**config.mk**
```make
export PLATFORM = sky130hd
export DESIGN_NAME = uart_mmio_periph
export DESIGN_NICKNAME = d
export VERILOG_FILES = /design/src/rtl/uart_pkg.sv /design/src/rtl/sync_fifo.sv /design/src/rtl/uart_mmio_periph.sv
export SDC_FILE = /design/constraint.sdc
export NUM_CORES = 1
export LEC_CHECK = 0
export ABC_AREA = 0
export BUFFER_PORTS_ARGS = -buffer_cell sky130_fd_sc_hd__buf_2
export CORE_MARGIN = 1
export CORE_UTILIZATION = 50
export DETAILED_ROUTE_END_ITERATION = 16
export PLACE_DENSITY = 0.82
export SKIP_LAST_GASP = 1
export SLEW_MARGIN = 20
export SYNTH_ARGS = -nofsm -noshare
export SYNTH_HDL_FRONTEND = slang
export SYNTH_SLANG_ARGS = --single-unit
```
**constraint.sdc**
```tcl
create_clock -name clk -period 3.46 [get_ports clk]
set_input_delay 0.692 -clock clk [delete_from_list [all_inputs] [get_ports clk]]
set_output_delay 0.692 -clock clk [all_outputs]
set_load 0.005 [all_outputs]
```
**src/rtl/uart_pkg.sv**
```systemverilog
`default_nettype none
// ============================================================================
// Module      : uart_pkg
// Description : Register offsets, STATUS/CTRL bit positions and FSM state
//               encodings shared by the UART MMIO peripheral.
//               Optional parity support: `define UART_PARITY_EN
// Revision    : 1.0 - initial release
// ============================================================================
package uart_pkg;

   // Register select values, taken from addr[3:2]
   localparam logic [1:0] REG_TX_DATA = 2'd0;
   localparam logic [1:0] REG_RX_DATA = 2'd1;
   localparam logic [1:0] REG_STATUS  = 2'd2;
   localparam logic [1:0] REG_CTRL    = 2'd3;

   // STATUS bit positions; CTRL W1C bits reuse the flag positions 3..6
   localparam int ST_RX_READY     = 0;
   localparam int ST_TX_FULL      = 1;
   localparam int ST_TX_BUSY      = 2;
   localparam int ST_RX_OVF       = 3;
   localparam int ST_TX_OVF       = 4;
   localparam int ST_FRAME_ERR    = 5;
   localparam int ST_PARITY_ERR   = 6;
   localparam int ST_RX_COUNT_LSB = 16;
   localparam int ST_TX_COUNT_LSB = 24;
   localparam int CTRL_RX_FLUSH   = 0;

   typedef enum logic [2:0] {
      TX_IDLE   = 3'd0,
      TX_START  = 3'd1,
      TX_DATA   = 3'd2,
      TX_STOP   = 3'd3
`ifdef UART_PARITY_EN
      , TX_PARITY = 3'd4
`endif
   } tx_state_t;

   typedef enum logic [2:0] {
      RX_IDLE   = 3'd0,
      RX_START  = 3'd1,
      RX_DATA   = 3'd2,
      RX_STOP   = 3'd3,
      RX_WAIT   = 3'd4
`ifdef UART_PARITY_EN
      , RX_PARITY = 3'd5
`endif
   } rx_state_t;

endpackage
`default_nettype wire

```
**src/rtl/sync_fifo.sv**
```systemverilog
`default_nettype none
// ============================================================================
// Module      : sync_fifo
// Description : Single-clock FIFO with occupancy count. A pop on an empty
//               FIFO is ignored; a push on a full FIFO succeeds only when a
//               pop happens in the same cycle. clear empties it and wins.
// Revision    : 1.0 - initial release
// ============================================================================
module sync_fifo #(
   parameter int WIDTH = 8,
   parameter int DEPTH = 4
) (
   input  logic                     clk,
   input  logic                     reset,
   input  logic                     clear,
   input  logic                     push,
   input  logic                     pop,
   input  logic [WIDTH-1:0]         din,
   output logic [WIDTH-1:0]         dout,
   output logic                     full,
   output logic                     empty,
   output logic [$clog2(DEPTH):0]   count
);
   localparam int AW = $clog2(DEPTH);

   logic [WIDTH-1:0] mem [DEPTH];
   logic [AW-1:0]    wr_ptr;
   logic [AW-1:0]    rd_ptr;
   logic             do_push;
   logic             do_pop;

   assign empty   = (count == '0);
   assign full    = (count == (AW+1)'(DEPTH));
   assign do_pop  = pop & ~empty;
   assign do_push = push & (~full | do_pop);
   assign dout    = mem[rd_ptr];

   // Pointer and occupancy bookkeeping; pointers wrap naturally (DEPTH is 2^n)
   always_ff @(posedge clk or negedge reset) begin
      if (!reset) begin
         wr_ptr <= '0;
         rd_ptr <= '0;
         count  <= '0;
      end else if (clear) begin
         wr_ptr <= '0;
         rd_ptr <= '0;
         count  <= '0;
      end else begin
         if (do_push) wr_ptr <= wr_ptr + AW'(1);
         if (do_pop)  rd_ptr <= rd_ptr + AW'(1);
         if (do_push && !do_pop)      count <= count + (AW+1)'(1);
         else if (do_pop && !do_push) count <= count - (AW+1)'(1);
      end
   end

   // Storage array, no reset needed since count gates visibility
   always_ff @(posedge clk) begin
      if (do_push && !clear) mem[wr_ptr] <= din;
   end

endmodule
`default_nettype wire

```
**src/rtl/uart_mmio_periph.sv**
```systemverilog
`default_nettype none
// ============================================================================
// Module      : uart_mmio_periph
// Description : Memory-mapped 8N1 UART with TX/RX FIFOs, sticky error flags
//               and a level interrupt. Four 32-bit registers on addr[3:2].
//               Optional even parity: `define UART_PARITY_EN
// Revision    : 1.0 - initial release
// ============================================================================
module uart_mmio_periph
   import uart_pkg::*;
#(
   parameter int BAUD_DIV   = 434,
   parameter int DATA_BITS  = 8,
   parameter int FIFO_DEPTH = 4
) (
   input  logic        clk,
   input  logic        reset,
   input  logic [3:0]  addr,
   input  logic        we,
   input  logic        re,
   input  logic [31:0] wdata,
   output logic [31:0] rdata,
   input  logic        rx,
   output logic        tx,
   output logic        irq
);
   localparam int CW   = $clog2(BAUD_DIV);
   localparam int BW   = $clog2(DATA_BITS);
   localparam int CNTW = $clog2(FIFO_DEPTH) + 1;
   localparam logic [CW-1:0] BAUD_LAST = CW'(BAUD_DIV - 1);
   localparam logic [CW-1:0] HALF_LAST = CW'(BAUD_DIV / 2 - 1);
   localparam logic [BW-1:0] BIT_LAST  = BW'(DATA_BITS - 1);

   // ---------------- register decode ----------------
   logic [1:0] sel;
   logic       tx_wr, ctrl_wr, rx_rd, flush;
   assign sel     = addr[3:2];
   assign tx_wr   = we & (sel == REG_TX_DATA);
   assign ctrl_wr = we & (sel == REG_CTRL);
   assign rx_rd   = re & (sel == REG_RX_DATA);
   assign flush   = ctrl_wr & wdata[CTRL_RX_FLUSH];

   logic unused_bits;
   assign unused_bits = ^{addr[1:0], wdata};

   // ---------------- FIFOs ----------------
   logic                 tx_pop, tx_full, tx_empty;
   logic [DATA_BITS-1:0] tx_dout;
   logic [CNTW-1:0]      tx_count;
   logic                 rx_push, rx_full, rx_empty;
   logic [DATA_BITS-1:0] rx_dout, rx_shift;
   logic [CNTW-1:0]      rx_count;

   sync_fifo #(.WIDTH(DATA_BITS), .DEPTH(FIFO_DEPTH)) u_tx_fifo (
      .clk(clk), .reset(reset), .clear(1'b0), .push(tx_wr), .pop(tx_pop),
      .din(wdata[DATA_BITS-1:0]), .dout(tx_dout), .full(tx_full),
      .empty(tx_empty), .count(tx_count));

   sync_fifo #(.WIDTH(DATA_BITS), .DEPTH(FIFO_DEPTH)) u_rx_fifo (
      .clk(clk), .reset(reset), .clear(flush), .push(rx_push), .pop(rx_rd),
      .din(rx_shift), .dout(rx_dout), .full(rx_full),
      .empty(rx_empty), .count(rx_count));

   // ---------------- TX path ----------------
   tx_state_t            tx_state, tx_next;
   logic [CW-1:0]        tx_cnt;
   logic [BW-1:0]        tx_bit;
   logic [DATA_BITS-1:0] tx_shift;
   logic                 tx_tick;
   assign tx_tick = (tx_cnt == BAUD_LAST);
`ifdef UART_PARITY_EN
   logic                 tx_par;
`endif

   // TX state register
   always_ff @(posedge clk or negedge reset) begin
      if (!reset) tx_state <= TX_IDLE;
      else        tx_state <= tx_next;
   end

   // TX next-state, FIFO pop and serial line value
   always_comb begin
      tx_next = tx_state;
      tx_pop  = 1'b0;
      tx      = 1'b1;
      case (tx_state)
         TX_IDLE:  if (!tx_empty) begin tx_next = TX_START; tx_pop = 1'b1; end
         TX_START: begin
            tx = 1'b0;
            if (tx_tick) tx_next = TX_DATA;
         end
         TX_DATA: begin
            tx = tx_shift[0];
            if (tx_tick && tx_bit == BIT_LAST)
`ifdef UART_PARITY_EN
               tx_next = TX_PARITY;
`else
               tx_next = TX_STOP;
`endif
         end
`ifdef UART_PARITY_EN
         TX_PARITY: begin
            tx = tx_par;
            if (tx_tick) tx_next = TX_STOP;
         end
`endif
         TX_STOP: begin
            if (tx_tick) begin
               if (!tx_empty) begin tx_next = TX_START; tx_pop = 1'b1; end
               else                 tx_next = TX_IDLE;
            end
         end
         default: tx_next = TX_IDLE;
      endcase
   end

   // TX bit timer and shifter; a new byte is loaded as it is popped
   always_ff @(posedge clk or negedge reset) begin
      if (!reset) begin
         tx_cnt   <= '0;
         tx_bit   <= '0;
         tx_shift <= '0;
`ifdef UART_PARITY_EN
         tx_par   <= 1'b0;
`endif
      end else begin
         if (tx_state == TX_IDLE || tx_next != tx_state || tx_tick) tx_cnt <= '0;
         else tx_cnt <= tx_cnt + CW'(1);
         if (tx_pop) begin
            tx_shift <= tx_dout;
            tx_bit   <= '0;
`ifdef UART_PARITY_EN
            tx_par   <= ^tx_dout;
`endif
         end else if (tx_state == TX_DATA && tx_tick) begin
            tx_shift <= tx_shift >> 1;
            tx_bit   <= tx_bit + BW'(1);
         end
      end
   end

   // ---------------- RX path ----------------
   rx_state_t     rx_state, rx_next;
   logic [1:0]    rx_sync;
   logic          rx_s, rx_prev, rx_fall, rx_tick;
   logic [CW-1:0] rx_cnt;
   logic [BW-1:0] rx_bit;
   logic          rx_good, frame_set;
   assign rx_s    = rx_sync[1];
   assign rx_fall = rx_prev & ~rx_s;
   assign rx_tick = (rx_cnt == BAUD_LAST);
`ifdef UART_PARITY_EN
   logic          rx_par_bad, parity_set;
`endif

   // Two-flop synchroniser plus delayed copy for edge detection
   always_ff @(posedge clk or negedge reset) begin
      if (!reset) begin
         rx_sync <= 2'b11;
         rx_prev <= 1'b1;
      end else begin
         rx_sync <= {rx_sync[0], rx};
         rx_prev <= rx_s;
      end
   end

   // RX state register
   always_ff @(posedge clk or negedge reset) begin
      if (!reset) rx_state <= RX_IDLE;
      else        rx_state <= rx_next;
   end

   // RX next-state and frame verdict
   always_comb begin
      rx_next   = rx_state;
      rx_good   = 1'b0;
      frame_set = 1'b0;
`ifdef UART_PARITY_EN
      parity_set = 1'b0;
`endif
      case (rx_state)
         RX_IDLE:  if (rx_fall) rx_next = RX_START;
         RX_START: if (rx_cnt == HALF_LAST) rx_next = rx_s ? RX_IDLE : RX_DATA;
         RX_DATA:
            if (rx_tick && rx_bit == BIT_LAST)
`ifdef UART_PARITY_EN
               rx_next = RX_PARITY;
         RX_PARITY: if (rx_tick) rx_next = RX_STOP;
`else
               rx_next = RX_STOP;
`endif
         RX_STOP: begin
            if (rx_tick) begin
               if (!rx_s) begin
                  frame_set = 1'b1;
                  rx_next   = RX_WAIT;
               end else begin
                  rx_next = RX_IDLE;
`ifdef UART_PARITY_EN
                  if (rx_par_bad) parity_set = 1'b1;
                  else            rx_good    = 1'b1;
`else
                  rx_good = 1'b1;
`endif
               end
            end
         end
         RX_WAIT: if (rx_s) rx_next = RX_IDLE;
         default: rx_next = RX_IDLE;
      endcase
   end

   // RX bit timer, shifter, and one-cycle-delayed push of a good byte
   always_ff @(posedge clk or negedge reset) begin
      if (!reset) begin
         rx_cnt   <= '0;
         rx_bit   <= '0;
         rx_shift <= '0;
         rx_push  <= 1'b0;
`ifdef UART_PARITY_EN
         rx_par_bad <= 1'b0;
`endif
      end else begin
         rx_push <= rx_good;
         if (rx_state == RX_IDLE || rx_state == RX_WAIT || rx_next != rx_state || rx_tick)
            rx_cnt <= '0;
         else
            rx_cnt <= rx_cnt + CW'(1);
         if (rx_state == RX_START) rx_bit <= '0;
         else if (rx_state == RX_DATA && rx_tick) begin
            rx_shift <= {rx_s, rx_shift[DATA_BITS-1:1]};
            rx_bit   <= rx_bit + BW'(1);
         end
`ifdef UART_PARITY_EN
         if (rx_state == RX_PARITY && rx_tick) rx_par_bad <= rx_s ^ (^rx_shift);
`endif
      end
   end

   // ---------------- sticky flags ----------------
   logic rx_ovf, tx_ovf, frame_err, parity_err;
   logic [31:0] status;

   // Set has priority over the write-1-to-clear in the same cycle
   always_ff @(posedge clk or negedge reset) begin
      if (!reset) begin
         rx_ovf    <= 1'b0;
         tx_ovf    <= 1'b0;
         frame_err <= 1'b0;
      end else begin
         rx_ovf    <= (rx_push & rx_full & ~rx_rd & ~flush)
                    | (rx_ovf & ~(ctrl_wr & wdata[ST_RX_OVF]));
         tx_ovf    <= (tx_wr & tx_full & ~tx_pop)
                    | (tx_ovf & ~(ctrl_wr & wdata[ST_TX_OVF]));
         frame_err <= frame_set | (frame_err & ~(ctrl_wr & wdata[ST_FRAME_ERR]));
      end
   end

`ifdef UART_PARITY_EN
   // Parity error flag, same set-over-clear rule
   always_ff @(posedge clk or negedge reset) begin
      if (!reset) parity_err <= 1'b0;
      else parity_err <= parity_set | (parity_err & ~(ctrl_wr & wdata[ST_PARITY_ERR]));
   end
`else
   assign parity_err = 1'b0;
`endif

   assign irq = ~rx_empty | rx_ovf | tx_ovf | frame_err | parity_err;

   // STATUS word assembly and combinational read mux
   always_comb begin
      status = '0;
      status[ST_RX_READY]   = ~rx_empty;
      status[ST_TX_FULL]    = tx_full;
      status[ST_TX_BUSY]    = ~tx_empty | (tx_state != TX_IDLE);
      status[ST_RX_OVF]     = rx_ovf;
      status[ST_TX_OVF]     = tx_ovf;
      status[ST_FRAME_ERR]  = frame_err;
      status[ST_PARITY_ERR] = parity_err;
      status[ST_RX_COUNT_LSB +: 4] = 4'(rx_count);
      status[ST_TX_COUNT_LSB +: 4] = 4'(tx_count);
      rdata = '0;
      case (sel)
         REG_RX_DATA: if (!rx_empty) rdata = 32'(rx_dout);
         REG_STATUS:  rdata = status;
         default:     rdata = '0;
      endcase
   end

endmodule
`default_nettype wire

```
[Word level (Yosys, flattened, before mapping)]
Memory sizes are Yosys's and may differ from the RTL's.
Index checks and enable logic that the tools add are counted.
Cells by class
  reductions and logical operators: 32
  multiplexer cells: 47
  bitwise logic cells: 41
  eq/ne operators: 19
  add/subtract/negate cells: 12
Operators by type and width (count)
  32-bit case mux with 2 select lines: 1
  3-bit 2-to-1 mux: 19
  8-bit 2-to-1 mux: 3
  1-bit AND: 20
  9-bit by 1-bit adder with 9-bit output, second input constant: 2
  9-bit equality test, second input constant: 2
  9-bit 2-to-1 mux: 2
  3-bit equality test, second input constant: 5
  3-bit case mux with 5 select lines: 1
  1-bit 2-to-1 mux: 13
  3-bit by 1-bit adder with 3-bit output, second input constant: 4
  3-bit by 2-bit equality test with 1-bit output, second input constant: 4
  3-bit logical NOT: 4
  1-bit inverter: 12
  3-bit case mux with 4 select lines: 1
  2-bit 2-to-1 mux: 5
  2-bit nonzero test: 5
  9-bit by 8-bit equality test with 1-bit output, second input constant: 1
  1-bit logical AND: 9
  1-bit OR: 9
  2-bit by 1-bit adder with 2-bit output, second input constant: 4
  3-bit by 1-bit equality test with 1-bit output, second input constant: 2
  3-bit != test: 2
  3-bit nonzero test: 2
  other kinds (8): 19
Storage, ports and cells
  logic and storage cells: 173
  output and inout bits: 34
  bits in writable memories: 64
  register bits after elaboration: 67
  input port bits: 41
  memories kept: 2
Memory list
  u_rx_fifo.mem: words 4, bits a word 8, rd ports 1, clocked after memory_dff 0, write ports 1, RTL line sync_fifo.sv:26  | logic [WIDTH-1:0] mem [DEPTH];
  u_tx_fifo.mem: words 4, bits a word 8, rd ports 1, clocked after memory_dff 0, write ports 1, RTL line sync_fifo.sv:26

[Longest topological paths before layout]
Gate-level depths: netlist of the first run.
  word-level depth: 11
  gate-level depth with buffers: 12
  mapped depth without buffers: 12

[Modules after synthesis]
A second synthesis of the first run with hierarchy kept.
Unflattened totals
  cells, all modules: 492
  area total of the unflattened synthesis: 6482.5 um^2
By module, submodules not included
  sync_fifo: area an instance 1734.2 um^2, instances 2, cells each 105
  uart_mmio_periph: area an instance 3014.1 um^2, instances 1, cells each 282

[Worst setup path before layout of the first run]
OpenSTA, ideal clock, no wires.
  kind: input-to-reg
  start point: in addr[3]
  end point: reg u_rx_fifo.count[2]
  setup time: 82 ps
  stages on the path: 11
  setup slack: 636 ps
  arrival: 2742 ps
  cell sequence: inv_1 -> ha_1 -> clkbuf_1 -> nand2_1 -> a31oi_1 -> nor2b_1 -> fa_1 -> nand3_1 -> or3_1 -> a21o_1 -> a31oi_1
Between the ends
  longest elaborated chain between the ends: 8
  elaborated cells between the ends (all ways): 15
  those cells by class: eq/ne (2); mux (2); bitwise (6); reduce/logical (5)
RTL lines
  from (decl): RTL line uart_mmio_periph.sv:18  | input logic [3:0] addr,
  2-bit by 1-bit equality test with 1-bit output: RTL line uart_mmio_periph.sv:40  | assign rx_rd = re & (sel == REG_RX_DATA);
  1-bit AND: RTL line uart_mmio_periph.sv:40
  1-bit AND: RTL line sync_fifo.sv:34  | assign do_pop = pop & ~empty;
  1-bit OR: RTL line sync_fifo.sv:35  | assign do_push = push & (~full | do_pop);
  1-bit AND: RTL line sync_fifo.sv:35
  1-bit logical AND / 1-bit logical NOT (equally long branches): RTL line sync_fifo.sv:51, sync_fifo.sv:52
  3-bit 2-to-1 mux / 1-bit logical AND (equally long branches): RTL line sync_fifo.sv:51, sync_fifo.sv:52
  3-bit 2-to-1 mux / 3-bit nonzero test (equally long branches)
  to (signal assigned): RTL line sync_fifo.sv:51  | if (do_push && !do_pop) count <= count + (AW+1)'(1);
  to (signal assigned): RTL line sync_fifo.sv:52  | else if (do_pop && !do_push) count <= count - (AW+1)'(1);
  to (decl): RTL line sync_fifo.sv:22  | output logic [$clog2(DEPTH):0] count
Parallel ways exist; a longest one is shown, timed or not.
A chain may end at the register's enable or synchronous reset.

[Final worst setup path of the first run]
  start point: reg tx_cnt[1]
  end point: reg u_tx_fifo.count[1]
Between the ends
  longest elaborated chain between the ends: 9
  elaborated cells between the ends (all ways): 12
  those cells by class: eq/ne (1); mux (3); bitwise (3); reduce/logical (5)
RTL lines
  from (decl): RTL line uart_mmio_periph.sv:66  | logic [CW-1:0] tx_cnt;
  from (signal assigned): RTL line uart_mmio_periph.sv:128  | else tx_cnt <= tx_cnt + CW'(1);
  9-bit equality test (*): RTL line uart_mmio_periph.sv:70  | assign tx_tick = (tx_cnt == BAUD_LAST);
  1-bit 2-to-1 mux (*): RTL line uart_mmio_periph.sv:108  | if (tx_tick) begin
  1-bit case mux with 2 select lines (*): RTL line uart_mmio_periph.sv:86  | case (tx_state)
  1-bit AND (*): RTL line sync_fifo.sv:34
  1-bit OR: RTL line sync_fifo.sv:35
  1-bit AND: RTL line sync_fifo.sv:35
  1-bit logical NOT: RTL line sync_fifo.sv:52
  1-bit logical AND: RTL line sync_fifo.sv:52
  2-bit nonzero test (no line)
  to (signal assigned): RTL line sync_fifo.sv:51
  to (signal assigned): RTL line sync_fifo.sv:52
  to (decl): RTL line sync_fifo.sv:22
Mark *: on every way between the ends. The rest lies on a longest branch, timed or not.

==> impl_metrics.json, run 1 <==
{
  "yosysUniqueCellTypes": 60,
  "maxSlewViolCount": 0,
  "cp_cell_sequence": "inv_1 > ha_1 > and4b_1 > a31oi_1 > nor2_1 > clkinv_1 > ha_1 > inv_1 > fa_1 > mux2_2",
  "drtIter0Drc": 247,
  "drc": 0,
  "yosys_warnings": 0,
  "cts_resized": 0,
  "critPathKind": "reg2reg",
  "layout_common_cells": "dfrtp_1, edfxtp_1, nor2_1",
  "gp_congestion": 0.830,
  "synth_top_cell_by_area": "edfxtp_1",
  "nets": 573,
  "die_area_um2": 12700,
  "core_um2": 12000,
  "syn_inst": 474,
  "multiInputGateArea_um2": 2280,
  "ctsHtreeMaxLevel": 4,
  "synth_edf_count": 64,
  "total_power_uw": 4520,
  "ir_worst_vdd_uv": 359,
  "via_per_inst": 5.57,
  "gr-total-overflow": 0,
  "worst_path_max_delay_cell": "fa_1",
  "ios": 75,
  "dr.pass1.iters": 4,
  "final_util_pct": 57.8,
  "worst_pin_slew_ns": 0.813,
  "rows": 40,
  "track_usage_pct": 19.9,
  "clk_latency_ns": 0.41,
  "synth_area_leaders": "edfxtp_1, dfrtp_1, mux4_2",
  "via_count": 3719,
  "synth.top_cell.area_share_pct": 31.3,
  "setup_violations": 0,
  "antenna_left": 0,
  "pre_cts_ws_ns": 0.389,
  "root_buffer": "clkbuf_16",
  "clock_path_buffers": 2,
  "hold_violations": 0,
  "r2r_start": "tx_cnt[1]",
  "wl_per_cell_um": 16.9,
  "fillCellCount": 929,
  "hp-class": "in2async",
  "initial_core_util_pct": 51.2,
  "setup_slack_ns": 0.548,
  "fin_setup_tns_ns": 0,
  "r2r_end": "u_tx_fifo.count[1]",
  "clock_skew_ns": 0.00861,
  "cts_buffers": 17,
  "drv_cap": 0,
  "rsz0062_at_grt": "no",
  "design_area_um2": 6940,
  "die_w_um": 113,
  "ys_ff_latch": 131,
  "clkTransAtPathRegs_ns": 0.06,
  "hold_buffers": 0,
  "p_leak_uw": 0.00300,
  "grt_max_degree": 48,
  "cts_tree": "yes",
  "crit_path_max_fanout": 9,
  "cts_sinks": 131,
  "async_flop_share_pct": 51.1,
  "startpoint_type": "flip-flop",
  "status": "finished clean",
  "finalCritPeriodShare_pct": 84.2,
  "cp-end-kind": "flip-flop",
  "grt_pass1_vias": 3887,
  "powerDensity_nw_per_um2": 651,
  "layout-drive-gt1-share_pct": 18.6,
  "post_cts_buffers": 0,
  "synth.avg_cell_area_um2": 13.0,
  "antenna_cells": 0,
  "worstPathRequired_ns": 3.76,
  "register_area_um2": 3600,
  "cp.arrival_ns": 3.21,
  "min_period_ns": 2.91,
  "critPathMaxStageDelay_ns": 0.41,
  "die_y_um": 113,
  "r2r_slack_ns": 0.55,
  "syn_to_final_growth_pct": 13.0,
  "max_freq_ghz": 0.343,
  "port_buffers": 30,
  "synth-main-ff-cell": "edfxtp_1",
  "worstRegToRegCells": 10,
  "antenna_found_initial": 0,
  "grt_first_pass_wirelength_um": 18800,
  "hpwl_um": 7830,
  "slew_headroom_pct": 45.4,
  "ys_seq_area_share_pct": 58.6,
  "routed_wl_um": 11300,
  "post_dp_cell_area_um2": 6360,
  "synth_area_um2": 6140
}
==> where the power goes <==
part           leakage (uW)  switching [uW]  internal [uW]
logic               0.00120             330            378
registers           0.00153             264           1810
clock network      0.000270             622           1110
==> final cells by class <==
class                           count  share of cell area [%]
Inverter                           28                    1.51
Tap cell                          147                    2.65
Clock inverter                     13                    2.04
Sequential cell                   131                    51.9
Clock buffer                       19                    6.24
Timing Repair Buffer               35                    2.74
Multi-Input combinational cell    295                    32.9
==> cell families after synthesis <==
logic type | share of synthesized area, %
other | 0.0610
and+or+nand+nor | 12.5
AOI/OAI and AO/OA | 5.34
buffers and inverters | 5.29
xor gates and xnor gates | 3.71
DFF | 58.6
muxes | 9.33
adders and majority gates | 5.13
==> routing by layer <==
| layer | GRT usage, % | up-vias | part of all wire [%] |
|---|---|---|---|
| li1 | - | 1733 | - |
| met1 | 22.9 | 1896 | 41 |
| met2 | 35.1 | 81 | 54 |
| met3 | 5.09 | 9 | 4.3 |
| met4 | 8.77 | 0 | 0.79 |
| met5 | 0 | - | 0 |
==> through the flow <==
stage               std cells  hold slack, ns
finish                    668           0.296
detailed placement        636           0.352
CTS                       668           0.357
floorplan                 492           0.345
global placement          636           0.346
global route              668           0.335
==> synthesized netlist by cell type, types with 10 or more instances <==
| cell | number |
|---|---|
| mux2_2 | 10 |
| clkbuf_1 | 10 |
| xor2_1 | 12 |
| mux4_2 | 16 |
| nor2_1 | 41 |
| dfrtp_1 | 64 |
| xnor2_1 | 14 |
| nor2b_1 | 10 |
| nor3_1 | 11 |
| edfxtp_1 | 64 |
| inv_1 | 27 |
| mux2i_1 | 10 |
| nand2_1 | 18 |
| a21oi_1 | 10 |
| ha_1 | 22 |
| nand3_1 | 15 |
| buf_4 | 18 |
==> worst max-delay path, delay by kind of cell, from the launching register on <==
family	cells	cell delay (ns)
compound gates	1	0.13
fa+ha+maj	3	0.88
buf+inv	3	0.50
flops	1	0.40
mux	1	0.28
simple gates	2	0.60
==> sequential cells by signal (all words and copies together) (netlist names), 3 cells and up <==
name / flops
u_rx_fifo.mem: 32
u_tx_fifo.mem: 32
rx_cnt: 9
tx_cnt: 9
rx_shift: 8
tx_shift: 8
rx_bit: 3
rx_state: 3
tx_bit: 3
tx_state: 3
u_rx_fifo.count: 3
u_tx_fifo.count: 3
==> worst max path at each step <==
stage	to	slack (ns)	startpoint	cells past startpoint
final	u_tx_fifo.count[1]	0.55	tx_cnt[1]	10
after global routing	u_tx_fifo.count[1]	0.31	tx_cnt[1]	10
after CTS	u_tx_fifo.count[1]	0.51	tx_cnt[1]	10
after detailed placement	u_rx_fifo.count[2]	0.39	addr[3]	12
after global placement	u_rx_fifo.count[2]	0.54	addr[3]	12
after floorplan	u_rx_fifo.count[2]	0.64	addr[3]	11
(Power assumes the default switching activity.)
==> run 2, diff against run 1 <==
--- a/config.mk
+++ b/config.mk
@@ -10,7 +10,7 @@
 export CORE_MARGIN = 1
 export CORE_UTILIZATION = 50
 export DETAILED_ROUTE_END_ITERATION = 16
-export PLACE_DENSITY = 0.82
+export PLACE_DENSITY = 0.85
 export SKIP_LAST_GASP = 1
 export SLEW_MARGIN = 20
 export SYNTH_ARGS = -nofsm -noshare
==> constraint.sdc (replaced) <==
create_clock -name clk -period 2.56 [get_ports clk]
set_input_delay 0.512 -clock clk [delete_from_list [all_inputs] [get_ports clk]]
set_output_delay 0.512 -clock clk [all_outputs]
set_load 0.005 [all_outputs]
==> run 2 against run 1 <==
Compared with the run above:
- via count increased by 2.6%
- routed wire length increased by 5.4%
- count of clock-buffer cells in the layout decreased by 2
- cell count increased by 1.9%
- register-to-register slack got worse by 0.51 ns
- core utilization increased by 1.7 points
- first-iteration DRC count increased by 10%
==> impl_metrics.json, run 2 (synthesized netlist as in run 1, its figures left out) <==
{
  "dpl.cell_count": 646,
  "clock_skew_ns": 0.0151,
  "finalCritPeriodShare_pct": 98.4,
  "setup_violations": 0,
  "crit_path_max_fanout": 5,
  "powerDensity_nw_per_um2": 899,
  "r2r_slack_ns": 0.04,
  "ios": 75,
  "worstPathRequired_ns": 2.89,
  "post_dp_cell_area_um2": 6470,
  "cts_buffers": 17,
  "p_leak_uw": 0.00309,
  "core_um2": 12000,
  "cts_sinks": 131,
  "hpwl_um": 7840,
  "worstRegToRegCells": 11,
  "gr-total-overflow": 0,
  "via_count": 3815,
  "drv_cap": 0,
  "hold_violations": 0,
  "via_per_inst": 5.60,
  "nets": 584,
  "die_y_um": 113,
  "worst_path_max_delay_cell": "dfrtp_1",
  "r2r_end": "u_tx_fifo.count[2]",
  "clock_path_buffers": 2,
  "grt_pass1_vias": 3965,
  "grt_first_pass_wirelength_um": 19300,
  "design_area_um2": 7140,
  "cp_cell_sequence": "ha_1 > and4b_2 > a31oi_2 > nor2_2 > clkinv_1 > ha_1 > inv_1 > fa_1 > xor2_1 > nor2_1 > xor2_1",
  "rows": 40,
  "ir_worst_vdd_uv": 888,
  "maxSlewViolCount": 0,
  "critPathLaunch": "tx_cnt[0]",
  "critPathMaxStageDelay_ns": 0.43,
  "cp-end-kind": "flip-flop",
  "holdWs_ns": 0.0963,
  "routed_wl_um": 11900,
  "clk_latency_ns": 0.42,
  "reg_top3": "u_rx_fifo.mem x32, u_tx_fifo.mem x32",
  "port_buffers": 30,
  "die_w_um": 113,
  "dr.pass1.iters": 5,
  "wl_per_cell_um": 17.5,
  "root_buffer": "clkbuf_16",
  "layout_common_cells": "dfrtp_1, edfxtp_1, nor2_1",
  "ctsHtreeMaxLevel": 4,
  "cts_tree": "yes",
  "fin_setup_tns_ns": 0,
  "die_area_um2": 12700,
  "pre_cts_ws_ns": 0.0271,
  "clkTransAtPathRegs_ns": 0.06,
  "min_period_ns": 2.52,
  "antenna_left": 0,
  "status": "finished clean",
  "layout-drive-gt1-share_pct": 23.1,
  "critPathKind": "reg2reg",
  "drc": 0,
  "track_usage_pct": 20.1,
  "drtIter0Drc": 272,
  "r2r_start": "tx_cnt[0]",
  "fillCellCount": 862,
  "cp.arrival_ns": 2.85,
  "syn_to_final_growth_pct": 16.2,
  "layoutNonFillerInstCount": 681,
  "antenna_found_initial": 1,
  "slew_headroom_pct": 45.0,
  "worst_pin_slew_ns": 0.824,
  "initial_core_util_pct": 51.2,
  "grt_max_degree": 68,
  "hp-class": "in2async",
  "setup_slack_ns": 0.0397,
  "max_freq_ghz": 0.397,
  "gp_congestion": 0.813,
  "startpoint_type": "flip-flop",
  "rsz0062_at_grt": "yes"
}
[run 2: area by class of cell]
cell class	count	area [um^2]	area share, %
flip-flops and latches	131	3600	50.4
clock buffers	17	425	5.96
inverters	28	105	1.47
well taps	147	184	2.58
clock inverters	15	206	2.89
diodes	2	5.00	0.0701
repair buffers	46	283	3.96
multi-input cells	295	2330	32.6
[run 2: timing repair]
action,4_1_cts,5_1_grt
gates resized for setup,1,6
endpoints found under the setup margin,1,36
hold buffers,0,0
buffers inserted,0,1
[run 2: per-layer routing]
layer,track usage [%],vias up,wire length [um]
met5,0,-,0
met4,8.77,0,253
met3,6.32,25,507
met2,35.1,107,6410
met1,22.7,1920,4750
li1,-,1763,-
[run 2: worst max-delay path: cells and delay by family (launching register included)]
| kind | cells | cell delay [ns] |
|---|---|---|
| and+or+nand+nor | 3 | 0.49 |
| adders and majority gates | 3 | 0.80 |
| xor gates and xnor gates | 2 | 0.35 |
| buffers and inverters | 2 | 0.14 |
| DFF | 1 | 0.43 |
| AOI/OAI and AO/OA | 1 | 0.23 |
[run 2: worst max path at each step]
stage	slack, ns	end
after floorplan	0.03	u_rx_fifo.count[2]
after global placement	0.17	u_rx_fifo.count[2]
after detailed placement	0.03	u_rx_fifo.count[2]
after CTS	0.006	u_tx_fifo.count[2]
after global routing	-0.05	u_tx_fifo.count[2]
final	0.04	u_tx_fifo.count[2]
[run 2: through the flow]
| stage | total power, uW | utilization [%] |
|---|---|---|
| after CTS | 6440 | 59.1 |
| after global placement | 3770 | 53.8 |
| after floorplan | 3530 | - |
| final | 6420 | 59.4 |
| after detailed placement | 3860 | 53.8 |
| after global routing | 6690 | 59.4 |
[run 2: power breakdown]
group / internal, uW / leakage [uW] / switching, uW
clock network: 1640 / 0.000298 / 941
logic: 551 / 0.00126 / 508
registers: 2450 / 0.00153 / 332
total: 4640 / 0.00309 / 1780
==> run 3, diff against run 2 <==
--- a/config.mk
+++ b/config.mk
@@ -10,7 +10,7 @@
 export CORE_MARGIN = 1
 export CORE_UTILIZATION = 50
 export DETAILED_ROUTE_END_ITERATION = 16
-export PLACE_DENSITY = 0.85
+export PLACE_DENSITY = 0.74
 export SKIP_LAST_GASP = 1
 export SLEW_MARGIN = 20
 export SYNTH_ARGS = -nofsm -noshare
==> run 3 against run 2 <==
Compared with the run above:
- clock power down 6%
- largest cell class unchanged
- routed wire length down 3.2%
- maximum frequency up 2.4%
- sequential power about the same
- worst setup slack better by 0.060 ns
- die area unchanged
- highest routed layer unchanged
- sequential share of layout area up 0.31 points
==> impl_metrics.json, run 3 (synthesized netlist as in run 1, its figures left out) <==
{
  "nets": 586,
  "maxSlewViolCount": 0,
  "via_per_inst": 5.53,
  "antenna_found_initial": 0,
  "hold_buffers": 0,
  "layout_common_cells": "edfxtp_1, dfrtp_1, nor2_1",
  "port_buffers": 30,
  "antenna_left": 0,
  "ctsHtreeMaxLevel": 4,
  "design_area_um2": 7100,
  "critPathKind": "reg2out",
  "die_area_um2": 12700,
  "core_um2": 12000,
  "startpoint_type": "flip-flop",
  "reg_top3": "u_rx_fifo.mem x32, u_tx_fifo.mem x32",
  "worstRegToRegCells": 9,
  "r2r_end": "u_tx_fifo.count[1]",
  "p_leak_uw": 0.00309,
  "wl_per_cell_um": 16.9,
  "layout-drive-gt1-share_pct": 22.5,
  "clock_skew_ns": 0.00892,
  "powerDensity_nw_per_um2": 880,
  "ios": 75,
  "drc": 0,
  "die_y_um": 113,
  "grt_pass1_vias": 3939,
  "hp-class": "in2async",
  "via_count": 3769,
  "r2r_slack_ns": 0.14,
  "slew_headroom_pct": 51.8,
  "drtIter0Drc": 210,
  "grt_first_pass_wirelength_um": 19300,
  "rows": 40,
  "clk_latency_ns": 0.42,
  "hpwl_um": 7750,
  "cp-end-kind": "primary output",
  "syn_to_final_growth_pct": 15.5,
  "track_usage_pct": 20.2,
  "cts_tree": "yes",
  "cts_sinks": 131,
  "post_dp_cell_area_um2": 6490,
  "dr.pass1.iters": 4,
  "antenna_cells": 0,
  "fillCellCount": 935,
  "r2r_start": "tx_cnt[0]",
  "root_buffer": "clkbuf_16",
  "initial_core_util_pct": 51.2,
  "clock_path_buffers": 2,
  "die_w_um": 113,
  "finalCritPeriodShare_pct": 96.1,
  "holdWs_ns": 0.0999,
  "final_common_cell": "edfxtp_1",
  "worst_pin_slew_ns": 0.722,
  "status": "finished clean",
  "worstPathRequired_ns": 2.05,
  "min_period_ns": 2.46,
  "routed_wl_um": 11500,
  "gr-total-overflow": 0,
  "post_cts_buffers": 0,
  "grt_max_degree": 68,
  "setup_violations": 0,
  "crit_path_max_fanout": 8,
  "gp_congestion": 0.894,
  "drv_cap": 0,
  "ir_worst_vdd_uv": 508,
  "max_freq_ghz": 0.406,
  "cts_buffers": 17,
  "cp.arrival_ns": 1.95,
  "clkTransAtPathRegs_ns": 0.06,
  "rsz0062_at_grt": "yes",
  "hold_violations": 0
}
==> run 3: changes by cell type in the layout (fill, tap and decap cells not counted), sizes merged <==
cell,change
clkinvlp,-3
buf,+2
bufinv,-1
inv,-3
diode,-2
clkinv,+3
clkbuf,+4
==> run 3: timing repair <==
| action | 4_1_cts | 5_1_grt |
|---|---|---|
| resized for setup | 0 | 6 |
| endpoints found under the hold margin | 0 | 0 |
| endpoints found under the setup margin | 0 | 19 |
==> run 3: where the power goes <==
group	internal, uW	switching (uW)
clock	1570	858
combinational	553	499
sequential	2450	322
==> run 3: metal layers <==
metal,share of wire (%),up-vias,global-route usage (%)
met5,0,-,0
li1,-,1760,-
met4,2.4,0,10.4
met3,4.2,24,5.30
met2,52,86,35.0
met1,41,1899,23.2
==> run 3: layout make-up <==
| cell class | count | area, um^2 | share of cell area (%) |
|---|---|---|---|
| Sequential cell | 131 | 3600 | 50.8 |
| Multi-Input combinational cell | 295 | 2310 | 32.6 |
| Clock buffer | 21 | 460 | 6.49 |
| Timing Repair Buffer | 48 | 298 | 4.19 |
| Tap cell | 147 | 184 | 2.59 |
| Clock inverter | 11 | 134 | 1.89 |
| Inverter | 28 | 105 | 1.48 |
==> run 3: worst max path at each step <==
stage,slack (ns),depth (start not counted),end,startpoint
finish,0.1,4,rdata[0],u_rx_fifo.count[1]
global route,-0.006,11,u_tx_fifo.count[2],tx_cnt[0]
CTS,0.05,4,rdata[0],u_rx_fifo.count[2]
detailed placement,0.07,12,u_rx_fifo.count[2],addr[3]
global placement,0.19,9,u_tx_fifo.count[1],tx_cnt[0]
floorplan,0.03,11,u_rx_fifo.count[2],addr[3]
==> run 3: critical path: stages (launching register included) <==
cell,delay (ns)
dfrtp_1,0.45
or3_1,0.44
nand3_1,0.29
o22ai_1,0.18
buf_2,0.16
==> run 3: stage by stage <==
step | instances | setup TNS (ns) | total power, uW | setup WS (ns) | util, %
6_report | 681 | 0 | 6250 | 0.0994 | 59.1
5_1_grt | 681 | -0.00589 | 6540 | -0.00589 | 59.1
4_1_cts | 681 | 0 | 6300 | 0.0524 | 59.0
3_5_place_dp | 649 | 0 | 3860 | 0.0745 | 54.0
3_3_place_gp | 649 | 0 | 3790 | 0.187 | 54.0
2_1_floorplan | 492 | 0 | 3530 | 0.0339 | -
